<file path="config.mk">
export PLATFORM = sky130hd
export DESIGN_NAME = fm_phase_discriminator_flat
export DESIGN_NICKNAME = d
export VERILOG_FILES = /design/src/rtl/fm_phase_discriminator_if.sv /design/src/rtl/fm_phase_discriminator.sv /design/src/flat_wrapper.sv
export SDC_FILE = /design/constraint.sdc
export NUM_CORES = 1
export LEC_CHECK = 0
export CORE_MARGIN = 2
export CORE_UTILIZATION = 30
export DETAILED_ROUTE_END_ITERATION = 12
export PLACE_DENSITY = 0.6
export SLEW_MARGIN = 20
export SYNTH_ARGS = -nofsm -noshare
export SYNTH_HDL_FRONTEND = slang
export SYNTH_SLANG_ARGS = --single-unit
</file>
<file path="constraint.sdc">
create_clock -name clk_in -period 5.39 [get_ports clk_in]
set_input_delay 1.617 -clock clk_in [delete_from_list [all_inputs] [get_ports clk_in]]
set_output_delay 1.617 -clock clk_in [all_outputs]
set_load 0.05 [all_outputs]
</file>
<file path="src/rtl/fm_phase_discriminator_if.sv">
// Bundle between the CORDIC phase/modulus stream and the FM discriminator.
// The master drives the phase stream and squelch threshold; the slave
// (the discriminator) returns the decimated audio, its strobe and the squelch flag.
interface fm_phase_discriminator_if #(
    parameter int PH_BITS   = 32,
    parameter int MOD_WIDTH = 12,
    parameter int OUT_WIDTH = 24
);
    logic [PH_BITS-1:0]          phase_in;
    logic                        phase_valid;
    logic [MOD_WIDTH-1:0]        modulus_in;
    logic [MOD_WIDTH-1:0]        squelch_thr;
    logic signed [OUT_WIDTH-1:0] audio_out;
    logic                        audio_valid;
    logic                        squelch_active;

    modport master (
        output phase_in, phase_valid, modulus_in, squelch_thr,
        input  audio_out, audio_valid, squelch_active
    );

    modport slave (
        input  phase_in, phase_valid, modulus_in, squelch_thr,
        output audio_out, audio_valid, squelch_active
    );
endinterface

</file>
<file path="src/rtl/fm_phase_discriminator.sv">
// FM phase discriminator: differences consecutive CORDIC phase words (wrapping
// modulo 2^PH_BITS), sums DECIM differences per block and emits the top
// OUT_WIDTH bits of the sum as one audio sample. A block in which at least half
// of the samples had a modulus below the squelch threshold is muted.
module fm_phase_discriminator #(
    parameter int PH_BITS   = 32,
    parameter int MOD_WIDTH = 12,
    parameter int DECIM     = 64,
    parameter int OUT_WIDTH = 24
) (
    input  logic                   clk_in,
    input  logic                   RST,
    fm_phase_discriminator_if.slave bus
);
    localparam int LOG2_DECIM = $clog2(DECIM);
    localparam int ACC_W      = PH_BITS + LOG2_DECIM;
    localparam int CNT_W      = LOG2_DECIM + 1;

    // Stage 1 state
    logic [PH_BITS-1:0]        r_prev_phase;
    logic                      r_primed;
    logic [PH_BITS-1:0]        r_diff;
    logic                      r_low;
    logic                      r_s1_valid;

    // Stage 2 state
    logic [ACC_W-1:0]          r_acc;
    logic [CNT_W-1:0]          r_low_cnt;
    logic [LOG2_DECIM-1:0]     r_count;
    logic [OUT_WIDTH-1:0]      r_audio;
    logic                      r_audio_valid;
    logic                      r_squelch;

    // Stage 2 combinational helpers
    logic [ACC_W-1:0]          w_diff_ext;
    logic [ACC_W-1:0]          w_sum;
    logic [CNT_W-1:0]          w_low_total;
    logic                      w_last;
    logic                      w_mute;

    // The phase difference is a signed angle step; sign-extend it into the
    // wider accumulator so a block of DECIM steps can never overflow.
    assign w_diff_ext  = {{LOG2_DECIM{r_diff[PH_BITS-1]}}, r_diff};
    assign w_sum       = r_acc + w_diff_ext;
    assign w_low_total = r_low_cnt + {{LOG2_DECIM{1'b0}}, r_low};
    assign w_last      = (r_count == LOG2_DECIM'(DECIM - 1));
    assign w_mute      = (w_low_total >= CNT_W'(DECIM / 2));

    // Stage 1: wrapped phase difference and low-signal flag for each valid sample
    always_ff @(posedge clk_in or posedge RST) begin
        if (RST) begin
            r_prev_phase <= '0;
            r_primed     <= 1'b0;
            r_diff       <= '0;
            r_low        <= 1'b0;
            r_s1_valid   <= 1'b0;
        end else begin
            r_s1_valid <= bus.phase_valid;
            if (bus.phase_valid) begin
                // The first sample after reset has no predecessor, so it
                // contributes zero but still counts toward the block.
                r_diff       <= r_primed ? (bus.phase_in - r_prev_phase) : '0;
                r_prev_phase <= bus.phase_in;
                r_primed     <= 1'b1;
                r_low        <= (bus.modulus_in < bus.squelch_thr);
            end
        end
    end

    // Stage 2: block accumulation, output truncation and squelch decision
    always_ff @(posedge clk_in or posedge RST) begin
        if (RST) begin
            r_acc         <= '0;
            r_low_cnt     <= '0;
            r_count       <= '0;
            r_audio       <= '0;
            r_audio_valid <= 1'b0;
            r_squelch     <= 1'b0;
        end else begin
            r_audio_valid <= 1'b0;
            if (r_s1_valid) begin
                if (w_last) begin
                    // Last sample of the block is folded in here; the output is
                    // plain truncation of the top bits, no rounding.
                    r_audio_valid <= 1'b1;
                    r_squelch     <= w_mute;
                    r_audio       <= w_mute ? '0 : w_sum[ACC_W-1 -: OUT_WIDTH];
                    r_acc         <= '0;
                    r_low_cnt     <= '0;
                    r_count       <= '0;
                end else begin
                    r_acc     <= w_sum;
                    r_low_cnt <= w_low_total;
                    r_count   <= r_count + 1'b1;
                end
            end
        end
    end

    assign bus.audio_out      = r_audio;
    assign bus.audio_valid    = r_audio_valid;
    assign bus.squelch_active = r_squelch;
endmodule
</file>
<file path="src/flat_wrapper.sv">
// flat-port wrapper written by rule: the top's interface ports become plain ports
module fm_phase_discriminator_flat 
#(
    parameter int PH_BITS   = 32,
    parameter int MOD_WIDTH = 12,
    parameter int DECIM     = 64,
    parameter int OUT_WIDTH = 24
)
  (clk_in, RST, bus_phase_in, bus_phase_valid, bus_modulus_in, bus_squelch_thr, bus_audio_out, bus_audio_valid, bus_squelch_active);
  fm_phase_discriminator_if #(.PH_BITS(PH_BITS), .MOD_WIDTH(MOD_WIDTH), .OUT_WIDTH(OUT_WIDTH)) bus_i ();
  input  logic clk_in;
  input  logic RST;
  input wire logic [$bits(bus_i.phase_in)-1:0] bus_phase_in;
  input wire logic [$bits(bus_i.phase_valid)-1:0] bus_phase_valid;
  input wire logic [$bits(bus_i.modulus_in)-1:0] bus_modulus_in;
  input wire logic [$bits(bus_i.squelch_thr)-1:0] bus_squelch_thr;
  output wire logic [$bits(bus_i.audio_out)-1:0] bus_audio_out;
  output wire logic [$bits(bus_i.audio_valid)-1:0] bus_audio_valid;
  output wire logic [$bits(bus_i.squelch_active)-1:0] bus_squelch_active;
  assign bus_i.phase_in = bus_phase_in;
  assign bus_i.phase_valid = bus_phase_valid;
  assign bus_i.modulus_in = bus_modulus_in;
  assign bus_i.squelch_thr = bus_squelch_thr;
  assign bus_audio_out = bus_i.audio_out;
  assign bus_audio_valid = bus_i.audio_valid;
  assign bus_squelch_active = bus_i.squelch_active;
  fm_phase_discriminator #(.PH_BITS(PH_BITS), .MOD_WIDTH(MOD_WIDTH), .DECIM(DECIM), .OUT_WIDTH(OUT_WIDTH)) u_core (.clk_in(clk_in), .RST(RST), .bus(bus_i));
endmodule
</file>
==> reports/results.txt, run 1 <==
RePlAce Congestion: 0.8789
Filler cells: 3149
Mean Syn Cell Area: 8.973 µm²
drt first pass iters: 5
Max Clk Rate: 227.3 MHz
Worst Path Class, Setup: in -> reg
Die ar.: 32840 µm²
cts repair resizes: 0
DRT antenna net count: 0
Detailed Route Iter0 Violations: 366
Max Cap Viol: 0
TritonCTS Sinks: 144
Synth Instances: 1050
I/O pin cnt: 85
vias per inst: 5.043
Initial Util: 0.3064
Clk Latency, worst-skew pair: 0.42 ns
Yosys reg bits: 144
register area share after synthesis: 0.3825
# rows: 64
count of buffers from port buffering: 84
Layout area overhead: 19.30%
Final Skew: 0.01120 ns
final WL: 22140 µm
clock slew at reported path FFs: 0.07 ns
Crit. Startpoint: bus_phase_in[0]
CTS buffer count: 17
Mapped Nets: 1193
routed vias: 7685
status: completed
unrepaired setup endpoints after global routing: no
post-route setup slack: 0.9902 ns
ant diodes: 0
list of most frequent post-synthesis cells: dfrtp_1, inv_1, nand2_1
Yosys warning total: 0
VDD IR max: 243.6 µV
fin area: 11240 µm²
fraction of registers with async set/reset: 1.000
number of global-route vias before repair: 7401
layout cell share with drive strength beyond 1: 0.06383
CTS tree: yes
CP Capture Type: register
Global Route Usage Sum: 0.1384
CTS max path bufs: 2
WL/cell: 14.53 µm
core area: 30750 µm²
Crit path arrival time: 4.73 ns
Die Ht: 181.2 µm
H-tree levels: 4
nature of the critical path startpoint: primary input
count of pins over their slew limit: 0
Power Dens Cells: 482.8 nW/µm²
initial antenna violation count: 0
FF+latch area: 3605 µm²
nets: 1258
area of the multi-input gates: 5172 µm²
hold_buf cts: 0
final period utilization: 0.8163
type of the most critical hold path: reg -> reg
crit-path max FO: 3
Min-Delay Startpoint: u_core.bus.audio_out[7]
DP Area: 10620 µm²
synth top area cells: dfrtp_1, ha_1, o21ai_0
Worst Max-Slew Pin Slew: 0.8447 ns
Final setup viols: 0
reg2reg start: u_core.r_diff[0]
post-synthesis cell type count: 73
Final min period: 4.400 ns
Req. time, crit path: 5.72 ns
top cell type's share of synthesized area: 0.3825
Syn Std Cell Area: 9422 µm²
CTS root buf: clkbuf_16
# Post-CTS Setup Buffers: 0
largest net degree at the start of global routing: 88
HPWL Detailed: 16290 µm
Post-synth EDFFs: 0
Max-slew headroom: 0.4334
Pleak: 5.180 nW
pre-CTS WS: 0.5628 ns
setup TNS: 0 ns
GR Overflow Total: 0
count leader, synth: dfrtp_1
Final Hold Vio Count: 0
Die X-Extent: 181.2 µm
area leader, netlist: dfrtp_1
first-pass GRT wire length: 37600 µm
Synth Flop Type: dfrtp_1
drt drc: 0
==> power breakdown <==
group / switching [mW] / total (mW) / leakage, nW / internal [mW]
clock network: 0.497 / 1.25 / 0.293 / 0.750
registers: 0.195 / 1.56 / 1.80 / 1.36
logic: 1.51 / 2.62 / 3.09 / 1.11
total: 2.21 / 5.43 / 5.18 / 3.22
==> worst paths after layout <==
check / end / cells past startpoint / slack [ns]
max: u_core.r_diff[30] / 14 / 0.99
min: u_core.bus.audio_out[7] / 2 / 0.48
max reg2reg: u_core.r_acc[30] / 11 / 2.01
min reg2reg: u_core.bus.audio_out[7] / 2 / 0.48
max in group asynchronous: u_core.bus.audio_out[0] / 3 / 3.05
min in group asynchronous: u_core.r_low / 2 / 1.43
==> through the flow <==
| stage | util | hold slack (ns) | std cells | total power, mW |
|---|---|---|---|---|
| floorplan | - | 0.4587 | 1050 | 3.616 |
| global placement | 0.3454 | 0.4700 | 1492 | 4.139 |
| detailed placement | 0.3454 | 0.4772 | 1492 | 4.174 |
| CTS | 0.3655 | 0.4917 | 1524 | 5.457 |
| global route | 0.3655 | 0.5071 | 1524 | 5.877 |
| finish | 0.3655 | 0.4825 | 1524 | 5.427 |
==> cells by family after synthesis <==
kind of cell / Yosys count / synth area share
AO/OA/AOI/OAI: 350 / 0.2475
adder cells (fa/ha/maj): 84 / 0.1131
flip-flops: 144 / 0.3825
buffers and inverters: 161 / 0.06853
XOR/XNOR: 61 / 0.05671
multiplexers: 4 / 0.004648
AND/OR/NAND/NOR: 246 / 0.1270
==> metal layers <==
layer,share of wire,routed length (µm),global-route usage,vias up
li1,-,-,-,3882
met1,0.53,11640,0.2046,3627
met2,0.42,9399,0.2048,148
met3,0.032,715,0.02379,28
met4,0.018,388,0.04228,0
met5,0,0,0,-
==> state kept, by name, indices dropped and copies added (netlist names) <==
signal and flops:
u_core.r_acc 38, u_core.r_diff 32, u_core.r_prev_phase 32, u_core.bus.audio_out 24
u_core.r_low_cnt 7, u_core.r_count 6, u_core.bus.audio_valid 1, u_core.bus.squelch_active 1
u_core.r_low 1, u_core.r_primed 1, u_core.r_s1_valid 1
==> cell usage in the layout, fill, tap and decap left out, types with 25 or more instances in the layout <==
cell             netlist  routed
a21o_1                38      38
a21oi_1               69      69
a22o_1                25      25
clkdlybuf4s50_1        0      83
dfrtp_1              144     143
ha_1                  82      82
inv_1                113     112
nand2_1               94      94
nand3_1               26      26
nor2_1                38      38
o21ai_0               93      93
o22ai_1               30      30
xnor2_1               39      39
==> final cells by class <==
class	instances	share of cell area
Clock buffer	19	0.03941
Clock inverter	13	0.01570
Inverter	114	0.03841
Multi-Input combinational cell	745	0.4602
Sequential cell	144	0.3207
Tap cell	396	0.04408
Timing Repair Buffer	93	0.08149
==> critical path: stages <==
cell and delay (ns):
clkdlybuf4s50_1 0.42, inv_1 0.06, ha_1 0.17, inv_1 0.06, fa_1 0.39, a21oi_1 0.20, o22ai_1 0.16, o211ai_1 0.23
a21oi_1 0.14, o2111ai_1 0.40, a21oi_1 0.14, o2111a_1 0.28, o31a_1 0.27, o32ai_1 0.20
Power figures use the tool's default switching activity.
==> run 2: changes to the inputs <==
Clock period 5.39 ns to 3.55 ns, I/O delays scaled along.
==> run 2 against run 1 <==
First-iteration DRC count up 55%. Critical endpoint unchanged. Utilization grew 1.8 points. Hold slack got worse by 0.0061 ns. Combinational power is 57% higher. Highest routed layer unchanged. Count of clock-buffer cells in the layout grew 3. Routed wire length is 0.51% higher. Clock power is 47% higher. Largest power group unchanged. Largest cell class unchanged. Sequential cell count unchanged. Via count rose by 0.92%. Critical path type unchanged. Design area grew 4.9%. Setup slack got worse by 0.82 ns. Clock skew down 0.00075 ns.
==> reports/results.txt, run 2 (synthesized netlist as in run 1, its figures left out) <==
met1 usage: 0.2005
core area: 30750 µm²
TritonCTS Sinks: 144
largest net degree at the start of global routing: 75
Detailed Route Iter0 Violations: 569
Worst Path Class, Setup: in -> reg
Initial Util: 0.3064
count of buffers from port buffering: 84
WL/cell: 13.99 µm
max reg flops: 38
Global Route Usage Sum: 0.1390
VDD IR max: 394.5 µV
HPWL Detailed: 16990 µm
first-pass GRT wire length: 37680 µm
Global Route met3 Usage: 0.02681
met2 usage: 0.2124
Max Cap Viol: 0
nets: 1326
Worst Max-Slew Pin Slew: 0.5528 ns
Req. time, crit path: 3.89 ns
Die Ht: 181.2 µm
final period utilization: 0.9522
Max-slew headroom: 0.6310
I/O pin cnt: 85
Final Skew: 0.01045 ns
number of global-route vias before repair: 7530
Layout area overhead: 25.09%
Final min period: 3.380 ns
Crit path arrival time: 3.72 ns
H-tree levels: 4
nature of the critical path startpoint: primary input
Power Total: 8.331 mW
Clk Latency, worst-skew pair: 0.43 ns
CTS max path bufs: 2
hold_buf cts: 0
Top reg by flops: u_core.r_acc
ant diodes: 0
FF+latch area: 3605 µm²
type of the most critical hold path: reg -> reg
crit-path max FO: 3
Final Hold Vio Count: 0
drt first pass iters: 5
CTS tree: yes
Final setup viols: 0
CTS root buf: clkbuf_16
CP peak stage delay: 0.34 ns
post-layout util: 0.3833
clock slew at reported path FFs: 0.06 ns
Power Dens Cells: 706.9 nW/µm²
routed vias: 7756
count of pins over their slew limit: 0
drt drc: 0
area of the multi-input gates: 5215 µm²
Max Clk Rate: 295.8 MHz
GR peak layer: met2
Die X-Extent: 181.2 µm
GR Overflow Total: 0
Die ar.: 32840 µm²
status: completed
DRT antenna net count: 0
highest-delay cell along the critical path: fa_2
vias per inst: 4.875
RePlAce Congestion: 0.8871
initial antenna violation count: 0
Filler cells: 3103
biggest regs: u_core.r_acc: 38 flops, u_core.r_diff: 32 flops, u_core.r_prev_phase: 32 flops
Pleak: 5.523 nW
# rows: 64
layout cell share with drive strength beyond 1: 0.1222
CTS buffer count: 17
commonest non-fill, non-tap cell in the layout: dfrtp_1
CP Capture Type: register
worst-path cell chain: clkdlybuf4s15_1 > inv_1 > ha_2 > inv_1 > fa_2 > a21oi_2 > o22ai_2 > o211ai_1 > a21oi_2 > o2111ai_2 > buf_4 > a21oi_2 > o2111a_1 > o31a_1 > o32ai_2
most frequent cells in the layout: dfrtp_1, inv_1, nand2_1
final WL: 22250 µm
CP most frequent cell: a21oi_2
run 2: cell types whose count changed in the layout (fill, tap and decap cells not counted), moves of 2 or more:
cell,delta
o21ai_0,-2
buf_4,+67
clkinv_4,-2
a21oi_1,-3
clkinv_2,+2
clkdlybuf4s50_1,-2
clkbuf_1,+2
inv_6,-2
o21ai_1,+2
a21oi_2,+3
run 2: worst paths after layout:
check | from | slack, ns | cells after the start | to
min in group asynchronous | RST | 1.12 | 3 | u_core.r_acc[5]
max in group asynchronous | RST | 2.05 | 3 | u_core.r_s1_valid
worst min-delay path | u_core.bus.audio_out[7] | 0.48 | 2 | u_core.bus.audio_out[7]
worst max register to register | u_core.r_acc[0] | 0.21 | 11 | u_core.bus.audio_out[20]
worst min register to register | u_core.bus.audio_out[7] | 0.48 | 2 | u_core.bus.audio_out[7]
worst max-delay path | bus_phase_in[0] | 0.17 | 15 | u_core.r_diff[30]
run 2: stage by stage:
| stage | TNS [ns] | std cells | worst slack [ns] | hold slack [ns] | area [µm²] |
|---|---|---|---|---|---|
| 6_report | 0 | 1591 | 0.1696 | 0.4764 | 11790 |
| 5_1_grt | -0.008140 | 1591 | -0.008140 | 0.5164 | 11790 |
| 4_1_cts | 0 | 1589 | 0.04882 | 0.4869 | 11760 |
| 3_5_place_dp | -6.363 | 1555 | -0.6728 | 0.4730 | 11110 |
| 3_3_place_gp | -5.438 | 1555 | -0.6062 | 0.4644 | 11110 |
| 2_1_floorplan | 0 | 1050 | 0.1121 | 0.4587 | 9425 |
run 2: final cells by class:
class | instances | share of cell area
Clock buffer | 22 | 0.03939
Multi-Input combinational cell | 745 | 0.4425
Sequential cell | 144 | 0.3059
Tap cell | 396 | 0.04204
Clock inverter | 9 | 0.01125
Inverter | 114 | 0.03663
Timing Repair Buffer | 161 | 0.1223
run 2: where the power goes:
part,switching (mW),internal (mW)
Clock,0.704,1.14
Sequential,0.310,2.07
Combinational,2.32,1.79
Total,3.33,5.00
run 2: routing by layer:
metal	wire, µm	up-vias
met2	9594	128
li1	-	4009
met1	11640	3600
met4	236	0
met3	778	19
met5	0	-
run 2: repair_timing:
item	CTS	global route
gates resized for setup	9	6
pin swaps	9	10
setup buffers	3	2
setup endpoints to repair	5	10
gates cloned	0	0
run 2: worst max-delay path: cells and delay by family:
| kind | cells | cell delay (ns) |
|---|---|---|
| AO/OA/AOI/OAI | 9 | 1.71 |
| adder cells (fa/ha/maj) | 2 | 0.51 |
| buffers and inverters | 4 | 0.44 |
